===== config.mk =====
export PLATFORM = sky130hd
export DESIGN_NAME = sw_job_arbiter
export DESIGN_NICKNAME = d
export VERILOG_FILES = /design/src/rtl/sw_pkg.sv /design/src/rtl/sw_rr_arb2.sv /design/src/rtl/sw_job_arbiter.sv
export SDC_FILE = /design/constraint.sdc
export NUM_CORES = 1
export LEC_CHECK = 0
export BUFFER_PORTS_ARGS = -buffer_cell sky130_fd_sc_hd__buf_2
export CORE_MARGIN = 2
export CORE_UTILIZATION = 50
export DETAILED_ROUTE_END_ITERATION = 6
export PLACE_DENSITY = 0.79
export SETUP_SLACK_MARGIN = 0.02
export SYNTH_ARGS = -nofsm -noshare
export SYNTH_HDL_FRONTEND = slang
export SYNTH_SLANG_ARGS = --single-unit
export TNS_END_PERCENT = 1

===== constraint.sdc =====
create_clock -name clk -period 3.8 [get_ports clk]
set_input_delay 0.76 -clock clk [delete_from_list [all_inputs] [get_ports clk]]
set_output_delay 0.76 -clock clk [all_outputs]
set_load 0.05 [all_outputs]

===== src/rtl/sw_pkg.sv =====
// Shared types and constants for the Smith-Waterman job arbiter slice.
// Symbol encoding, job geometry and the arbiter state enum live here.
package sw_pkg;

    localparam int LEN_REF         = 64;
    localparam int LEN_QUERY       = 48;
    localparam int WIDTH_SCORE     = 8;
    localparam int WIDTH_POS_REF   = 7;
    localparam int WIDTH_POS_QUERY = 6;
    localparam int ADDR_W          = 6;

    typedef enum logic [1:0] {
        SYM_A = 2'd0,
        SYM_C = 2'd1,
        SYM_G = 2'd2,
        SYM_T = 2'd3
    } sym_t;

    typedef enum logic [2:0] {
        ST_IDLE,
        ST_GRANT,
        ST_STREAM,
        ST_GAP,
        ST_WAIT,
        ST_RESP
    } state_t;

endpackage


===== src/rtl/sw_rr_arb2.sv =====
// Two-requester round-robin pick: the requester served last loses a tie.
// Purely combinational; the caller registers the result.
module sw_rr_arb2 (
    input  logic [1:0] req,
    input  logic [0:0] last,
    output logic [1:0] gnt
);

    // NOTE: every output of a combinational block gets a default first, so no path can infer a latch.
    always_comb begin
        gnt = 2'b00;
        case (req)
            2'b01:   gnt = 2'b01;
            2'b10:   gnt = 2'b10;
            2'b11:   gnt = last[0] ? 2'b01 : 2'b10;
            default: gnt = 2'b00;
        endcase
    end

endmodule


===== src/rtl/sw_job_arbiter.sv =====
// Arbitrates two requesters onto one SW core: streams the winner's symbols,
// waits for the core result under a watchdog, and returns it with a done pulse.
module sw_job_arbiter
    import sw_pkg::*;
#(
    parameter int WIDTH_SCORE     = sw_pkg::WIDTH_SCORE,
    parameter int WIDTH_POS_REF   = sw_pkg::WIDTH_POS_REF,
    parameter int WIDTH_POS_QUERY = sw_pkg::WIDTH_POS_QUERY,
    parameter int LEN_REF         = sw_pkg::LEN_REF,
    parameter int LEN_QUERY       = sw_pkg::LEN_QUERY,
    parameter int TIMEOUT         = 4095
) (
    input  logic                       clk,
    input  logic                       reset,
    input  logic [1:0]                 req,
    input  logic [1:0][1:0]            req_ref,
    input  logic [1:0][1:0]            req_qry,
    output logic [1:0]                 gnt,
    output logic [ADDR_W-1:0]          rd_addr,
    output logic [1:0]                 done,
    output logic                       err,
    output logic [WIDTH_SCORE-1:0]     res_max,
    output logic [WIDTH_POS_REF-1:0]   res_pos_ref,
    output logic [WIDTH_POS_QUERY-1:0] res_pos_query,
    output logic                       sw_valid,
    output logic [1:0]                 sw_data_ref,
    output logic [1:0]                 sw_data_query,
    input  logic                       sw_finish,
    input  logic [WIDTH_SCORE-1:0]     sw_max,
    input  logic [WIDTH_POS_REF-1:0]   sw_pos_ref,
    input  logic [WIDTH_POS_QUERY-1:0] sw_pos_query
);

    localparam int                 WD_W      = $clog2(TIMEOUT + 1);
    localparam logic [ADDR_W-1:0]  ADDR_LAST = ADDR_W'(LEN_REF - 1);
    localparam logic [ADDR_W:0]    QRY_END   = (ADDR_W + 1)'(LEN_QUERY);
    // WAIT lasts exactly TIMEOUT cycles: abort in the cycle whose increment brings the count to TIMEOUT.
    localparam logic [WD_W-1:0]    WD_LAST   = WD_W'(TIMEOUT - 1);

    state_t            state;
    state_t            state_nxt;
    logic [0:0]        last_srv;
    logic [1:0]        arb_gnt;
    logic [WD_W-1:0]   wd_cnt;
    logic              sel;
    logic              timeout_hit;

    assign sel         = gnt[1];
    assign timeout_hit = (wd_cnt == WD_LAST);

    sw_rr_arb2 u_arb (
        .req  (req),
        .last (last_srv),
        .gnt  (arb_gnt)
    );

    // NOTE: sequential state uses non-blocking assignments so every register samples pre-edge values.
    always_ff @(posedge clk or posedge reset) begin
        if (reset) begin
            state <= ST_IDLE;
        end else begin
            state <= state_nxt;
        end
    end

    always_comb begin
        state_nxt     = state;
        sw_valid      = 1'b0;
        sw_data_ref   = 2'b00;
        sw_data_query = 2'b00;
        done          = 2'b00;
        case (state)
            ST_IDLE:   if (req != 2'b00) state_nxt = ST_GRANT;
            ST_GRANT:  state_nxt = ST_STREAM;
            ST_STREAM: begin
                sw_valid    = 1'b1;
                sw_data_ref = req_ref[sel];
                if ({1'b0, rd_addr} < QRY_END) sw_data_query = req_qry[sel];
                if (rd_addr == ADDR_LAST) state_nxt = ST_GAP;
            end
            ST_GAP:    state_nxt = ST_WAIT;
            ST_WAIT:   if (sw_finish || timeout_hit) state_nxt = ST_RESP;
            ST_RESP: begin
                done      = gnt;
                state_nxt = ST_IDLE;
            end
            default:   state_nxt = ST_IDLE;
        endcase
    end

    always_ff @(posedge clk or posedge reset) begin
        if (reset) begin
            gnt           <= 2'b00;
            last_srv      <= 1'b1;
            rd_addr       <= '0;
            wd_cnt        <= '0;
            err           <= 1'b0;
            res_max       <= '0;
            res_pos_ref   <= '0;
            res_pos_query <= '0;
        end else begin
            case (state)
                ST_IDLE: if (req != 2'b00) gnt <= arb_gnt;
                ST_STREAM: begin
                    if (rd_addr == ADDR_LAST) rd_addr <= '0;
                    else                      rd_addr <= rd_addr + 1'b1;
                end
                ST_GAP: wd_cnt <= '0;
                ST_WAIT: begin
                    wd_cnt <= wd_cnt + 1'b1;
                    if (sw_finish) begin
                        res_max       <= sw_max;
                        res_pos_ref   <= sw_pos_ref;
                        res_pos_query <= sw_pos_query;
                        err           <= 1'b0;
                    end else if (timeout_hit) begin
                        res_max       <= '0;
                        res_pos_ref   <= '0;
                        res_pos_query <= '0;
                        err           <= 1'b1;
                    end
                end
                ST_RESP: begin
                    last_srv <= gnt[1];
                    gnt      <= 2'b00;
                end
                default: ;
            endcase
        end
    end

endmodule


* After elaboration in Yosys (flattened, before gate mapping)
Cells that the tools add are included.
** Cells by class
- Reductions and logical operators :: 9
- Bitwise gates (word level) :: 0
- Add/subtract/negate cells :: 2
- Shift-type cells :: 0
- Divide/modulo/power cells :: 0
- Multipliers :: 0
- Eq/ne operators :: 13
- Mux-type cells :: 27
- Magnitude comparators :: 2
** Operators with widths (count)
- $pmux 12 s2 :: 1
- $mux 2 :: 10
- $mux 6 :: 3
- $mux 8 :: 2
- $pmux 3 s5 :: 1
- $mux 7 :: 2
- $add 12x1->12 const B :: 1
- $eq 12x12->1 const B :: 1
- $mux 3 :: 3
- $reduce_bool 2->1 :: 4
- $add 6x1->6 const B :: 1
- $eq 3x2->1 const B :: 2
- $eq 3x3->1 const B :: 2
- $eq 6x6->1 const B :: 1
- $lt 6x6->1 const B :: 1
- $ne 2x2->1 const B :: 3
- $pmux 2 s3 :: 1
- $eq 2x2->1 const B :: 2
- $pmux 2 s2 :: 1
- $reduce_and 2->1 :: 2
- $eq 3x1->1 const B :: 1
- $logic_not 3->1 :: 1
- $mux 1 :: 3
- $reduce_and 3->1 :: 1
- other kinds (3) :: 3
** Word-level totals
- Memory bits (writable) :: 0
- Memory bits (read-only) :: 0
- Logic and storage cells :: 62
- Input bits :: 34
- Output and inout bits :: 37
- Bits in latches :: 0
- Register bits :: 46
- Memories kept :: 0

* Logic depth before layout (Yosys ltp)
Gate-level depths: netlist of run 1.
- Depth in word-level cells :: 4
- Gate-level depth with buffers :: 6
- Depth with buffers taken out :: 5

* Modules after synthesis
Synthesis of run 1 repeated with hierarchy kept, for this count alone.
** Second synthesis, totals
- Cells, all modules :: 236
- Area, all modules :: 2351.0 um^2
** Modules (own cells, without submodules)
- sw_job_arbiter :: area an instance 2332.2 um^2, times used 1, seq. area each 1152.4 um^2, cells an instance 233
- sw_rr_arb2 :: area an instance 18.8 um^2, times used 1, seq. area each 0.0 um^2, cells an instance 3

* Worst setup path before layout of run 1
No wires, ideal clock.
- Kind :: register to output
- Start point :: register state[0]
- End point :: output port sw_data_query[0]
- Slack :: 0.820 ns
- Arrival time :: 2.220 ns
- Buffers on the path :: 1
- Stages on the path, launching flop included :: 6
- Path through :: dfrtp_1 or3b_2 clkbuf_1 inv_1 nand2_1 nor2_1
** Between the ends
- Cells in the longest elaborated chain, start to end :: 2
** Ends and longest elaborated chain
- from (decl) :: line sw_job_arbiter.sv:40 : state_t state;
- from (signal assigned) :: line sw_job_arbiter.sv:62 : state <= state_nxt;
- $eq 3x2->1 :: line sw_job_arbiter.sv:72 : case (state)
- $mux 2 :: line sw_job_arbiter.sv:72
- to (decl) :: line sw_job_arbiter.sv:27 : output logic [1:0] sw_data_query,
No other way between the ends.

* Worst setup path in the final report of run 1
- Start point :: register state[0]
- End point :: output port sw_data_query[1]
Same word-level chain as after synthesis.

==> results of run 1 <==
cell type report:
class | count | share of cell area
clock buffer | 6 | 0.02723
multi-input combinational | 144 | 0.3620
timing repair buffer | 71 | 0.1343
clock inverter | 2 | 0.01408
inverter | 4 | 0.005634
tap | 52 | 0.02441
sequential | 46 | 0.4324
worst paths after layout:
kind | endpoint | cells after the start | slack (ps) | from
worst min register to register | wd_cnt[11] | 1 | 480 | wd_cnt[11]
worst max register to register | res_pos_ref[0] | 3 | 1630 | state[0]
min in group asynchronous | res_max[1] | 2 | 660 | reset
worst min-delay path | wd_cnt[11] | 1 | 480 | wd_cnt[11]
worst max-delay path | sw_data_query[1] | 5 | 960 | state[0]
max in group asynchronous | rd_addr[0] | 2 | 2560 | reset
stage by stage:
stage / std cells / total power, W / setup WS (ps) / util / area [µm²]
finish: 325 / 0.002412 / 960.1 / 0.6206 / 2665
floorplan: 208 / 0.001794 / 820.3 / - / 2203
detailed placement: 317 / 0.002067 / 1274 / 0.5950 / 2555
global route: 325 / 0.002555 / 836.1 / 0.6206 / 2665
CTS: 325 / 0.002429 / 947.0 / 0.6206 / 2665
global placement: 317 / 0.002037 / 1360 / 0.5950 / 2555
sequential cells by signal (all words and copies together) (netlist names):
| name | count |
|---|---|
| res_pos_ref | 7 |
| err | 1 |
| res_max | 8 |
| gnt | 2 |
| wd_cnt | 12 |
| last_srv | 1 |
| rd_addr | 6 |
| state | 3 |
| res_pos_query | 6 |
cells in the mapped netlist (2+ instances only):
cell	n
clkbuf_1	9
a21oi_1	3
buf_2	3
buf_6	2
o2bb2ai_1	21
a2bb2oi_1	2
nand3_1	6
nand4_1	6
nor2b_1	2
xnor2_1	2
inv_1	4
and3_1	3
and2_1	2
nor3_1	2
mux2i_1	11
o311ai_0	2
o21ai_0	5
nor2_1	6
o211ai_1	3
nand2_1	41
ha_1	3
o31ai_1	3
o41ai_1	3
and4_1	2
or4b_2	2
dfrtp_1	45
placed cells by master, fill, tap and decap left out, drive strengths merged, types with 2 or more instances in the layout:
cell type,instances
buf,71
dfrtp,45
nand2,41
o2bb2ai,21
mux2i,11
nand3,6
nand4,6
nor2,6
clkbuf,6
o21ai,5
inv,4
o211ai,3
o31ai,3
o41ai,3
and3,3
a21oi,3
ha,3
and2,3
and4,2
o311ai,2
nor2b,2
or4b,2
a2bb2oi,2
xnor2,2
nor3,2
or3b,2
logic make-up (layout without fill, tap and decap cells):
| kind of cell | count (synthesis) | count (layout) | share of synthesized area |
|---|---|---|---|
| DFF | 46 | 46 | 0.5230 |
| muxes | 11 | 11 | 0.04997 |
| buffers and inverters | 18 | 83 | 0.03918 |
| xor gates and xnor gates | 3 | 3 | 0.01193 |
| AOI/OAI and AO/OA | 45 | 45 | 0.1607 |
| and+or+nand+nor | 82 | 82 | 0.1982 |
| adders and majority gates | 3 | 3 | 0.01704 |
power groups by stage:
stage	sequential [W]	clock (W)	combinational, W
after global routing	0.000875	0.000391	0.00129
final	0.000846	0.000359	0.00121
after detailed placement	0.000849	0	0.00122
after global placement	0.000844	0	0.00119
after floorplan	0.00131	0	0.000482
after CTS	0.000844	0.000367	0.00122
per-layer routing:
metal / share of wire / vias to the layer above
met5: 0 / -
met4: 0.011 / 0
met3: 0.059 / 7
met2: 0.48 / 59
met1: 0.45 / 866
li1: - / 879
==> results.py, run 1 <==
metrics = {
    "status": {
        "status": "finished, final reports clean",
    },
    "final_layout": {
        "fillCellCount": 361,
        "nets": 309,
        "drive_above_1_share": 0.3114,
        "diodes": 0,
        "areaGrowthSynthToFinish_pct": 20.95,
        "multiInputGateArea_um2": 964.7,
        "ff_latch_area_um2": 1152,
    },
    "sta": {
        "drv_slew": 0,
        "finalCritPeriodShare": 0.7473,
        "setup_viol": 0,
        "maxSlewHeadroom": 0.2304,
        "hold_viol_final": 0,
        "finalCriticalPeriod_ps": 2840,
        "fin_skew_ps": 5.901,
        "hold_slack_ps": 484.6,
        "rsz0062_at_grt": "false",
        "tns_ps": 0,
        "worst_pin_slew_ps": 1154,
        "fmax_mhz": 352.1,
    },
    "yosys": {
        "synth_edf_count": 0,
        "ys_async_sr_fraction": 1.000,
        "syn_area_um2": 2203,
        "synth_area_leaders": "dfrtp_1, o2bb2ai_1, nand2_1, mux2i_1, ha_1",
        "synth_flop_cell": "dfrtp_1",
        "yosys.area.top_type": "dfrtp_1",
        "yosysUniqueCellTypes": 41,
        "yosysWarnings": 0,
        "ys_ff_latch": 46,
        "synth.avg_cell_area_um2": 10.59,
        "yosysSeqAreaShare": 0.5230,
        "synthCells": 208,
        "syn-num-nets": 245,
        "synth.top_cell.area_share": 0.5111,
    },
    "worst_setup_path": {
        "path_class": "reg2out",
        "crit_buf_inv": 2,
        "cp_max_fo": 16,
        "slowest_stage": "or3b_2",
        "worstSetupEndpointType": "output port",
        "critPathLaunchType": "flop",
        "cp_cell_sequence": "or3b_2 -> inv_1 -> nand2_1 -> nor2_1 -> buf_2",
        "worst-endpoint-arrival_ps": 2080,
        "cpLargestDelayFamily": "simple AND/OR/NAND/NOR gates",
        "required_ps": 3040,
        "slowest_delay_ps": 610,
    },
    "power": {
        "swShare": 0.5105,
        "p_comb_frac": 0.500,
        "seq_power_share": 0.351,
        "p_clk_frac": 0.149,
        "power_density_nw_per_um2": 905.1,
        "power_switching_w": 0.001231,
        "peakVddDrop_v": 0.0006083,
        "p_leak_nw": 1.354,
        "p_int_w": 0.001181,
    },
    "floorplanning": {
        "die_area_um2": 4954,
        "die_w_um": 70.39,
        "die_y_um": 70.39,
        "ios": 71,
        "start_util": 0.5131,
        "coreArea_um2": 4294,
        "fp-row-count": 24,
    },
    "route": {
        "ant_nets": 0,
        "drt_iter0_drc": 111,
        "firstDrtPassIters": 4,
        "drc": 0,
        "vias_per_cell": 5.572,
        "wl_per_cell_um": 14.17,
        "vias": 1811,
        "routed_wl_um": 4606,
    },
    "placed_design": {
        "routabilityCongestion": 0.7965,
        "port_buffers": 70,
        "dp_hpwl_um": 3217,
    },
    "clocking": {
        "ctsRootBufferMaster": "clkbuf_8",
        "post-cts-setup-buffers": 0,
        "h-tree-depth": 2,
        "insertion_delay_ps": 300,
        "numCtsBuffers": 5,
        "cts_tree": "done",
        "cts_max_path_buffers": 2,
        "cts.hold.buffers_added": 0,
        "cts.sinks": 46,
        "post_cts_resized": 0,
        "clk_pin_slew_worst_paths_ps": 80,
    },
    "grt": {
        "use_met1": 0.2384,
        "grt.met2_usage": 0.3155,
        "track_usage": 0.1903,
        "grt_antenna_before_repair": 0,
        "grt_pass1_vias": 1697,
        "grt_pass1_wl_um": 7548,
        "grt_overflow": 0,
        "grt_max_degree": 47,
        "busiest_layer": "met2",
        "use_met3": 0.04906,
    },
    "hold_path": {
        "min_path_type": "reg2reg",
    },
    "run": {
        "cap_viol_max_count": 0,
    },
}
Note: power is estimated with default switching activity, not from simulation.
==> run 2, diff against run 1 <==
--- a/config.mk
+++ b/config.mk
@@ -7,9 +7,9 @@
 export LEC_CHECK = 0
 export BUFFER_PORTS_ARGS = -buffer_cell sky130_fd_sc_hd__buf_2
 export CORE_MARGIN = 2
-export CORE_UTILIZATION = 50
+export CORE_UTILIZATION = 45
 export DETAILED_ROUTE_END_ITERATION = 6
-export PLACE_DENSITY = 0.79
+export PLACE_DENSITY = 0.75
 export SETUP_SLACK_MARGIN = 0.02
 export SYNTH_ARGS = -nofsm -noshare
 export SYNTH_HDL_FRONTEND = slang
==> constraint.sdc (replaced) <==
create_clock -name clk -period 2.5 [get_ports clk]
set_input_delay 0.5 -clock clk [delete_from_list [all_inputs] [get_ports clk]]
set_output_delay 0.5 -clock clk [all_outputs]
set_load 0.05 [all_outputs]
==> run 2 against run 1 <==
  * First-iteration DRC count decreased by 19%
  * Sequential power up 44%
  * Clock power increased by 28%
  * Clock-buffer cell count fell by 1
  * Via count is 0.50% lower
  * Cell count is 6.5% higher
  * Total power rose by 50%
  * Die area rose by 10%
  * Worst setup slack got worse by 860 ps
  * Global-route usage down 1.5 points
  * Largest power group unchanged
==> results.py, run 2 (synthesis gave the netlist of run 1 again) <==
metrics = {
    "status": {
        "status": "finished, final reports clean",
    },
    "route": {
        "drt_iter0_drc": 90,
        "routed_wl_um": 4554,
        "firstDrtPassIters": 4,
        "drc": 0,
        "vias": 1802,
        "vias_per_cell": 5.208,
        "ant_nets": 0,
        "wl_per_cell_um": 13.16,
    },
    "grt": {
        "grt_pass1_vias": 1687,
        "grt_overflow": 0,
        "track_usage": 0.1755,
        "grt_antenna_before_repair": 0,
        "grt_pass1_wl_um": 7486,
        "grt_max_degree": 47,
    },
    "sta": {
        "rsz0062_at_grt": "false",
        "hold_slack_ps": 336.4,
        "finalCriticalPeriod_ps": 2401,
        "setup_viol": 0,
        "worst_pin_slew_ps": 745.4,
        "finalCritPeriodShare": 0.9606,
        "hold_viol_final": 0,
        "drv_slew": 0,
        "maxSlewHeadroom": 0.5030,
        "fin_skew_ps": 9.882,
        "fmax_mhz": 416.4,
    },
    "final_layout": {
        "nets": 315,
        "post-route-util": 0.5746,
        "areaGrowthSynthToFinish_pct": 23.17,
        "regMostFlops": "wd_cnt",
        "final_common_cell": "buf_2",
        "top_regs": "wd_cnt x12, res_max x8, res_pos_ref x7",
        "drive_above_1_share": 0.3369,
        "largest_register_ffs": 12,
        "final_cell_mix": "buf_2, dfrtp_1, nand2_1",
        "diodes": 0,
    },
    "run": {
        "cap_viol_max_count": 0,
    },
    "worst_setup_path": {
        "worst-endpoint-arrival_ps": 1900,
        "required_ps": 2000,
        "crit_buf_inv": 2,
        "critPathLaunchType": "flop",
        "slowest_stage": "or3b_2",
        "path_class": "reg2out",
        "cp_cell_sequence": "or3b_2 -> inv_1 -> nand2_1 -> nor2_2 -> buf_2",
        "cp_max_fo": 10,
        "slowest_delay_ps": 580,
        "worstSetupEndpointType": "output port",
        "cpLargestDelayFamily": "simple AND/OR/NAND/NOR gates",
    },
    "power": {
        "p_leak_nw": 1.377,
        "peakVddDrop_v": 0.0008832,
        "power_density_nw_per_um2": 1332,
        "power_w": 0.003616,
    },
    "floorplanning": {
        "ios": 71,
        "fp-row-count": 25,
        "die_area_um2": 5472,
        "die_y_um": 73.98,
        "coreArea_um2": 4723,
        "die_w_um": 73.98,
        "start_util": 0.4665,
    },
    "clocking": {
        "clk_pin_slew_worst_paths_ps": 90,
        "ctsRootBufferMaster": "clkbuf_8",
        "cts.sinks": 46,
        "post-cts-setup-buffers": 0,
        "h-tree-depth": 2,
        "cts_max_path_buffers": 2,
        "numCtsBuffers": 5,
        "post_cts_resized": 0,
        "insertion_delay_ps": 300,
        "cts.hold.buffers_added": 0,
        "cts_tree": "done",
    },
    "placed_design": {
        "port_buffers": 70,
        "dp_hpwl_um": 3224,
        "routabilityCongestion": 0.7844,
    },
    "hold_path": {
        "min_path_type": "in2async",
    },
}
-- run 2: cell count changes in the layout (fill, tap and decap cells not counted) --
cell / delta
buf_4: +6
bufinv_16: -1
clkbuf_1: -1
clkinv_2: +1
clkinv_4: +1
nor2_1: -2
nor2_2: +2
-- run 2: path summary, 6_finish.rpt --
kind | start | end | slack, ps | cells past startpoint
setup / recovery | state[2] | sw_data_query[1] | 100 | 5
hold / removal | reset | res_max[7] | 340 | 3
setup reg to reg | state[0] | res_pos_ref[2] | 670 | 5
hold reg to reg | wd_cnt[11] | wd_cnt[11] | 490 | 1
max in group asynchronous | reset | wd_cnt[6] | 1770 | 3
min in group clk | sw_pos_ref[6] | res_pos_ref[6] | 390 | 2
-- run 2: layout make-up --
type | instances | area, µm²
multi-input cells | 144 | 969.7
flip-flops and latches | 46 | 1152
fillers | 422 | 2009
inverters | 4 | 15.01
clock buffers | 5 | 68.82
repair buffers | 77 | 402.9
well taps | 67 | 83.83
clock inverters | 3 | 21.27
-- run 2: worst reg2reg max path: stages (launching register included) --
cell	delay [ps]
dfrtp_1	380
buf_4	180
or3b_1	500
nor4_4	320
buf_4	230
o2bb2ai_1	100
-- run 2: stage by stage --
stage | setup WS (ps) | area, µm² | setup TNS [ps] | cells
after CTS | 85.14 | 2714 | 0 | 346
final | 98.52 | 2714 | 0 | 346
after detailed placement | 427.8 | 2624 | 0 | 338
after global placement | 462.7 | 2624 | 0 | 338
after global routing | 24.46 | 2714 | 0 | 346
after floorplan | -50.75 | 2208 | -101.5 | 208
-- run 2: per-layer routing --
metal,track usage,share of wire
met4,0.03636,0.0068
met1,0.2335,0.46
met5,0,0
met2,0.2897,0.47
met3,0.04878,0.057
-- run 2: power by group --
part / switching [W] / internal (W) / leakage [nW] / total (W)
combinational: 0.00143 / 0.000508 / 0.743 / 0.00193
sequential: 0.000200 / 0.00102 / 0.590 / 0.00122
clock: 0.000261 / 0.000197 / 0.0441 / 0.000458
total: 0.00189 / 0.00173 / 1.38 / 0.00362
